**src/rtl/trig_updown_counter.sv**
```systemverilog
// Host-triggered 32-bit up/down counter with free-run divider,
// optional saturation, coherent snapshot and sticky wrap status.
module trig_updown_counter #(
    parameter int              WIDTH     = 32,
    parameter int              DIV_W     = 24,
    parameter logic [DIV_W-1:0] DIV_RESET = 24'd1000000
) (
    input  logic             clk1,
    input  logic             reset,
    input  logic [7:0]       trig,
    input  logic [WIDTH-1:0] load_value,
    input  logic [15:0]      step,
    input  logic [DIV_W-1:0] div_value,
    input  logic             sat_mode,
    input  logic             status_clr,
    output logic [WIDTH-1:0] count,
    output logic [15:0]      snap_lo,
    output logic [15:0]      snap_hi,
    output logic [15:0]      status,
    output logic             evt_wrap
);

    typedef enum logic [1:0] {
        IDLE     = 2'd0,
        RUN_UP   = 2'd1,
        RUN_DOWN = 2'd2
    } state_t;

    state_t             r_state;
    state_t             w_state_nxt;
    logic [DIV_W-1:0]   r_div_per;
    logic [DIV_W-1:0]   r_div_cnt;
    logic [WIDTH-1:0]   r_count;
    logic [WIDTH-1:0]   r_snap;
    logic               r_wrap_up;
    logic               r_wrap_dn;
    logic               r_sat_hit;
    logic               r_evt;

    logic               w_enter;
    logic               w_tick;
    logic [WIDTH-1:0]   w_s;
    logic [WIDTH:0]     w_sum;
    logic [WIDTH:0]     w_diff;
    logic [WIDTH-1:0]   w_cnt_nxt;
    logic               w_up;
    logic               w_dn;
    logic               w_evt;
    logic               w_set_wu;
    logic               w_set_wd;
    logic               w_set_sat;

    always_comb begin
        w_state_nxt = r_state;
        unique case (r_state)
            IDLE: begin
                if (trig[5])      w_state_nxt = RUN_UP;
                else if (trig[6]) w_state_nxt = RUN_DOWN;
            end
            RUN_UP: begin
                if (trig[7] || trig[0]) w_state_nxt = IDLE;
                else if (trig[6])       w_state_nxt = RUN_DOWN;
            end
            RUN_DOWN: begin
                if (trig[7] || trig[0]) w_state_nxt = IDLE;
                else if (trig[5])       w_state_nxt = RUN_UP;
            end
            default: w_state_nxt = IDLE;
        endcase
    end

    always_ff @(posedge clk1) begin
        if (reset) r_state <= IDLE;
        else       r_state <= w_state_nxt;
    end

    // Any transition into a run state (including a direction switch) restarts the divider
    assign w_enter = (w_state_nxt != IDLE) && (w_state_nxt != r_state);
    assign w_tick  = (r_state != IDLE) && (r_div_cnt == r_div_per);

    always_ff @(posedge clk1) begin
        if (reset) begin
            r_div_per <= DIV_RESET;
            r_div_cnt <= '0;
        end else if (w_enter) begin
            r_div_per <= div_value;
            r_div_cnt <= '0;
        end else if (w_state_nxt == IDLE || w_tick) begin
            r_div_cnt <= '0;
        end else begin
            r_div_cnt <= r_div_cnt + 1'b1;
        end
    end

    assign w_s    = (step == 16'd0) ? WIDTH'(1) : {{(WIDTH-16){1'b0}}, step};
    assign w_sum  = {1'b0, r_count} + {1'b0, w_s};
    assign w_diff = {1'b0, r_count} - {1'b0, w_s};

    always_comb begin
        w_cnt_nxt = r_count;
        w_up      = 1'b0;
        w_dn      = 1'b0;
        w_evt     = 1'b0;
        w_set_wu  = 1'b0;
        w_set_wd  = 1'b0;
        w_set_sat = 1'b0;
        if (trig[0]) begin
            w_cnt_nxt = '0;
        end else if (trig[3]) begin
            w_cnt_nxt = load_value;
        end else if (trig[1] && trig[2]) begin
            w_cnt_nxt = r_count;
        end else if (trig[1]) begin
            w_up = 1'b1;
        end else if (trig[2]) begin
            w_dn = 1'b1;
        end else if (w_tick) begin
            w_up = (r_state == RUN_UP);
            w_dn = (r_state == RUN_DOWN);
        end
        if (w_up) begin
            w_cnt_nxt = w_sum[WIDTH-1:0];
            if (w_sum[WIDTH]) begin
                w_evt = 1'b1;
                if (sat_mode) begin
                    w_cnt_nxt = '1;
                    w_set_sat = 1'b1;
                end else begin
                    w_set_wu = 1'b1;
                end
            end
        end
        if (w_dn) begin
            w_cnt_nxt = w_diff[WIDTH-1:0];
            if (w_diff[WIDTH]) begin
                w_evt = 1'b1;
                if (sat_mode) begin
                    w_cnt_nxt = '0;
                    w_set_sat = 1'b1;
                end else begin
                    w_set_wd = 1'b1;
                end
            end
        end
    end

    always_ff @(posedge clk1) begin
        if (reset) begin
            r_count   <= '0;
            r_snap    <= '0;
            r_evt     <= 1'b0;
            r_wrap_up <= 1'b0;
            r_wrap_dn <= 1'b0;
            r_sat_hit <= 1'b0;
        end else begin
            r_count <= w_cnt_nxt;
            r_evt   <= w_evt;
            if (trig[4]) r_snap <= r_count;
            // A new event outranks a simultaneous clear request
            r_wrap_up <= w_set_wu  | (r_wrap_up & ~status_clr);
            r_wrap_dn <= w_set_wd  | (r_wrap_dn & ~status_clr);
            r_sat_hit <= w_set_sat | (r_sat_hit & ~status_clr);
        end
    end

    assign count    = r_count;
    assign snap_lo  = r_snap[15:0];
    assign snap_hi  = r_snap[31:16];
    assign evt_wrap = r_evt;
    assign status   = {11'd0, (r_state == RUN_DOWN), (r_state != IDLE),
                       r_sat_hit, r_wrap_dn, r_wrap_up};

endmodule

```
**config.mk**
```make
export PLATFORM = sky130hd
export DESIGN_NAME = trig_updown_counter
export DESIGN_NICKNAME = d
export VERILOG_FILES = /design/src/rtl/trig_updown_counter.sv
export SDC_FILE = /design/constraint.sdc
export NUM_CORES = 1
export LEC_CHECK = 0
export CAP_MARGIN = 20
export CORE_ASPECT_RATIO = 0.7
export CORE_MARGIN = 2
export CORE_UTILIZATION = 40
export DETAILED_ROUTE_END_ITERATION = 16
export MAX_ROUTING_LAYER = met4
export PLACE_DENSITY = 0.71
export SETUP_SLACK_MARGIN = 0.05
export SLEW_MARGIN = 30
export SYNTH_ARGS = -nofsm -noshare
export SYNTH_HDL_FRONTEND = slang
export SYNTH_SLANG_ARGS = --single-unit
```
**constraint.sdc**
```tcl
create_clock -name clk1 -period 4.3 [get_ports clk1]
set_input_delay 1.075 -clock clk1 [delete_from_list [all_inputs] [get_ports clk1]]
set_output_delay 1.075 -clock clk1 [all_outputs]
set_load 0.02 [all_outputs]
```
==> impl_metrics.csv <==
group,metric,value,unit
run_status,outcome,"finished clean",
worst_hold_path,min-delay-start,"r_wrap_up$_SDFF_PP0_",
synth,synth_cells,1044,
power,peakVddDrop,219.6,uV
grt,grt-ovfl-total,0,
routing,wl_per_cell,18.66,microns
die,core_area,0.01991,sq mm
layout,diodes,0,
sta,finalCriticalPeriod,4.054,ns
synth,synthFlopType,"dfxtp_1",
power,seq_power_share,0.327,
synth,synth_mux_area_frac,0.06861,
power,p_leak,4.781,nW
grt,antenna_found_initial,0,
routing,routed-via-count,8677,
place,place_inst,1497,
clock_tree,clock_latency,0.43,ns
grt,grt_max_degree,33,
critical_path,crit_type,"in2reg",
place,place_congestion,1.007,
synth,syn_area_per_cell,7.826,sq um
critical_path,cp-end-kind,"flip-flop",
layout,fin_nets,1374,
die,fp.dieH,123.6,microns
clock_tree,cts.clk_slew.worst_paths,0.06,ns
power,p_per_area,332.1,mW/mm^2
sta,holdWs,0.4612,ns
grt,grt_usage,0.2730,
synth,synth_compound_area_frac,0.2066,
worst_hold_path,min_path_cells,2,
synth,ys_types,80,
power,intPower,2.605,mW
sta,rsz0062_at_grt,"false",
power,clkPwrFrac,0.398,
die,fp-row-count,43,
sta,maxSlewViolCount,0,
place,dpl.hpwl,21.15,mm
synth,synth_edf_count,0,
sta,fin_setup_tns,0,ns
grt,use_met3,0.06746,
synth,ys_ff_latch,118,
synth,yosysTopAreaCellShare,0.2891,
sta,finalCritPeriodShare,0.9427,
clock_tree,clk_path_buf_depth,2,
sta,fmax,0.2467,GHz
synth,synth_warnings,0,
clock_tree,cts_tree,"built",
layout,areaGrowthSynthToFinish,39.39,%
synth,synthTopCellsByArea,"dfxtp_1, mux2i_1, nor2_1",
grt,grt_pass1_wl,44.55,mm
critical_path,critPathRequiredTime,4.60,ns
place,portBuffers,153,
critical_path,crit_arrival,4.35,ns
flow_run,cap_viol_max_count,0,
sta,setup_viol,0,
die,die-area,0.02160,sq mm
grt,grt_pass1_vias,8170,
sta,skew,0.01344,ns
synth,synthesis.area,0.008170,sq mm
grt,use_met1,0.3867,
routing,routed_wl,28.64,mm
power,switchingPower,1.177,mW
sta,final-hold-violation-count,0,
routing,detail-route-antenna-nets,0,
sta,relSlewSlack,0.4912,
sta,worst_slew_pin_slew,0.7568,ns
synth,ys_seq_area_frac,0.2891,
synth,synth_simple_gate_area_frac,0.2182,
routing,vias_per_cell,5.653,
synth,synth_xor_area_frac,0.08361,
critical_path,rrSetupSlack,0.93,ns
critical_path,reg2reg_to,"count[25]$_SDFFE_PP0P_",
place,post-place-ws,-0.6631,ns
critical_path,crit_path_max_fanout,3,
clock_tree,cts_made_buffers,17,
power,p_sw_frac,0.3112,
synth,synth_area_leader_cell,"dfxtp_1",
synth,synth_adder_area_share,0.06003,
grt,met2_usage,0.3812,
synth,async_flop_share,0,
clock_tree,cts_sinks,118,
die,die_x,174.8,microns
worst_hold_path,hold_end,"r_wrap_up$_SDFF_PP0_",
layout,layout-drive-gt1-share,0.1518,
clock_tree,clock-root-buffer,"clkbuf_16",
grt,grt-busiest-layer,"met1",
die,pin_count,165,
sta,setup_slack,0.2465,ns
synth,synth_top_family_by_area,"simple AND/OR/NAND/NOR gates",
critical_path,r2r-start,"count[15]$_SDFFE_PP0P_",
die,initial_core_util,0.4104,
routing,drt-initial-drc-count,917,
clock_tree,htree_levels,4,
routing,drc,0,
power,power_frac_comb,0.275,
critical_path,start_kind,"input port",
critical_path,worst-r2r-cell-count,9,
routing,firstDrtPassIters,5,
layout,final_util,0.5721,
clock_tree,cts_hold_buf,0,
worst_hold_path,hold_path.class,"reg2reg",
layout,fin_cells,1535,
==> layout make-up <==
| type | instances | area [sq um] |
|---|---|---|
| clock buffers | 22 | 474.2 |
| repair buffers | 277 | 2545 |
| well taps | 270 | 337.8 |
| fillers | 1793 | 8518 |
| multi-input cells | 797 | 5371 |
| flip-flops and latches | 118 | 2362 |
| inverters | 41 | 153.9 |
| clock inverters | 10 | 143.9 |
==> cells in the final DEF, fill, tap and decap left out, types with 4 or more instances in the layout <==
| master | synthesis | final |
|---|---|---|
| a211o_1 | 8 | 8 |
| a211oi_1 | 21 | 17 |
| a21o_1 | 17 | 16 |
| a21oi_1 | 66 | 65 |
| a221oi_1 | 4 | 4 |
| a311o_1 | 8 | 8 |
| a311oi_1 | 5 | 5 |
| a31oi_1 | 17 | 17 |
| and2_1 | 6 | 6 |
| and3_1 | 8 | 8 |
| buf_12 | 0 | 5 |
| buf_4 | 14 | 116 |
| clkbuf_16 | 0 | 17 |
| clkdlybuf4s50_1 | 0 | 136 |
| conb_1 | 1 | 11 |
| dfxtp_1 | 118 | 118 |
| dlygate4sd2_1 | 0 | 7 |
| dlymetal6s2s_1 | 0 | 4 |
| ha_1 | 36 | 35 |
| inv_1 | 41 | 41 |
| mux2i_1 | 56 | 56 |
| nand2_1 | 71 | 71 |
| nand2b_1 | 11 | 11 |
| nand3_1 | 26 | 26 |
| nand4_1 | 15 | 15 |
| nor2_1 | 149 | 148 |
| nor2b_1 | 13 | 13 |
| nor3_1 | 17 | 16 |
| nor3b_1 | 6 | 6 |
| nor4_1 | 15 | 12 |
| o211ai_1 | 8 | 8 |
| o21a_1 | 4 | 4 |
| o21ai_0 | 27 | 25 |
| o31ai_1 | 9 | 9 |
| o32ai_1 | 5 | 4 |
| or2_2 | 6 | 6 |
| or3_1 | 9 | 9 |
| xnor2_1 | 36 | 36 |
| xor2_1 | 42 | 42 |
==> cell families after synthesis <==
kind of cell / Yosys count
adders and majority gates: 38
AOI/OAI and AO/OA: 242
muxes: 56
xor gates and xnor gates: 78
other: 1
and+or+nand+nor: 372
buffers and inverters: 139
DFF: 118
==> power by group through the flow <==
stage | sequential, mW | clock, mW | combinational, mW
5_1_grt | 1.24 | 1.57 | 1.12
6_report | 1.24 | 1.51 | 1.04
3_3_place_gp | 1.26 | 0 | 0.997
4_1_cts | 1.23 | 1.52 | 1.02
3_5_place_dp | 1.26 | 0 | 1.00
2_1_floorplan | 1.27 | 0 | 0.561
==> cell usage after synthesis (all sizes together) (15+ instances only) <==
cell type and number:
a211oi 21, a21o 17, a21oi 66, a31oi 17, buf 30, clkbuf 68, dfxtp 118, ha 36
inv 41, mux2i 56, nand2 71, nand3 26, nand4 15, nor2 150, nor3 17, nor4 16
o21ai 28, xnor2 36, xor2 42
==> worst max-delay path: stages <==
cell and delay (ns):
clkdlybuf4s50_1 0.47, a41o_1 0.27, ha_1 0.22, fa_1 0.40, nor2b_1 0.17, o211ai_1 0.21, a211oi_1 0.12, buf_4 0.17
buf_4 0.14, o21a_1 0.23, o21ai_1 0.13, or3b_2 0.46, o221ai_1 0.20, a31oi_1 0.10
==> per-layer routing <==
layer	up-vias	part of all wire	routed length, microns
met5	-	0	0
met4	0	0.021	593
met3	52	0.12	3417
met2	491	0.40	11530
met1	4029	0.46	13090
li1	4105	-	-
==> how the worst max path moves through the flow <==
stage | to | slack, ns | cells after the start | start
after floorplan | count[24]$_SDFFE_PP0P_ | 0.31 | 14 | step[8]
after global placement | count[9]$_SDFFE_PP0P_ | -0.52 | 16 | step[8]
after detailed placement | count[25]$_SDFFE_PP0P_ | -0.66 | 17 | step[8]
after CTS | count[25]$_SDFFE_PP0P_ | 0.05 | 17 | step[12]
after global routing | count[25]$_SDFFE_PP0P_ | 0.07 | 16 | step[3]
final | count[14]$_SDFFE_PP0P_ | 0.25 | 14 | step[0]
==> flip-flops by register name, summed over array words and instances (netlist names) <==
| name | cells |
|---|---|
| count | 32 |
| r_snap | 32 |
| r_div_cnt | 24 |
| r_div_per | 24 |
| r_state | 2 |
| evt_wrap | 1 |
| r_sat_hit | 1 |
| r_wrap_dn | 1 |
| r_wrap_up | 1 |
==> what timing repair did <==
action	in CTS	in global routing
gates resized for setup	25	22
buffers inserted	5	1
gates cloned	1	0
setup endpoints to repair	35	35
pin swaps	11	16
==> metrics by stage <==
| stage | power, mW | area [sq um] |
|---|---|---|
| floorplan | 1.828 | 8208 |
| global placement | 2.253 | 10580 |
| detailed placement | 2.257 | 10580 |
| CTS | 3.776 | 11320 |
| global route | 3.937 | 11390 |
| finish | 3.782 | 11390 |
Note: power is estimated with default switching activity, not from simulation.
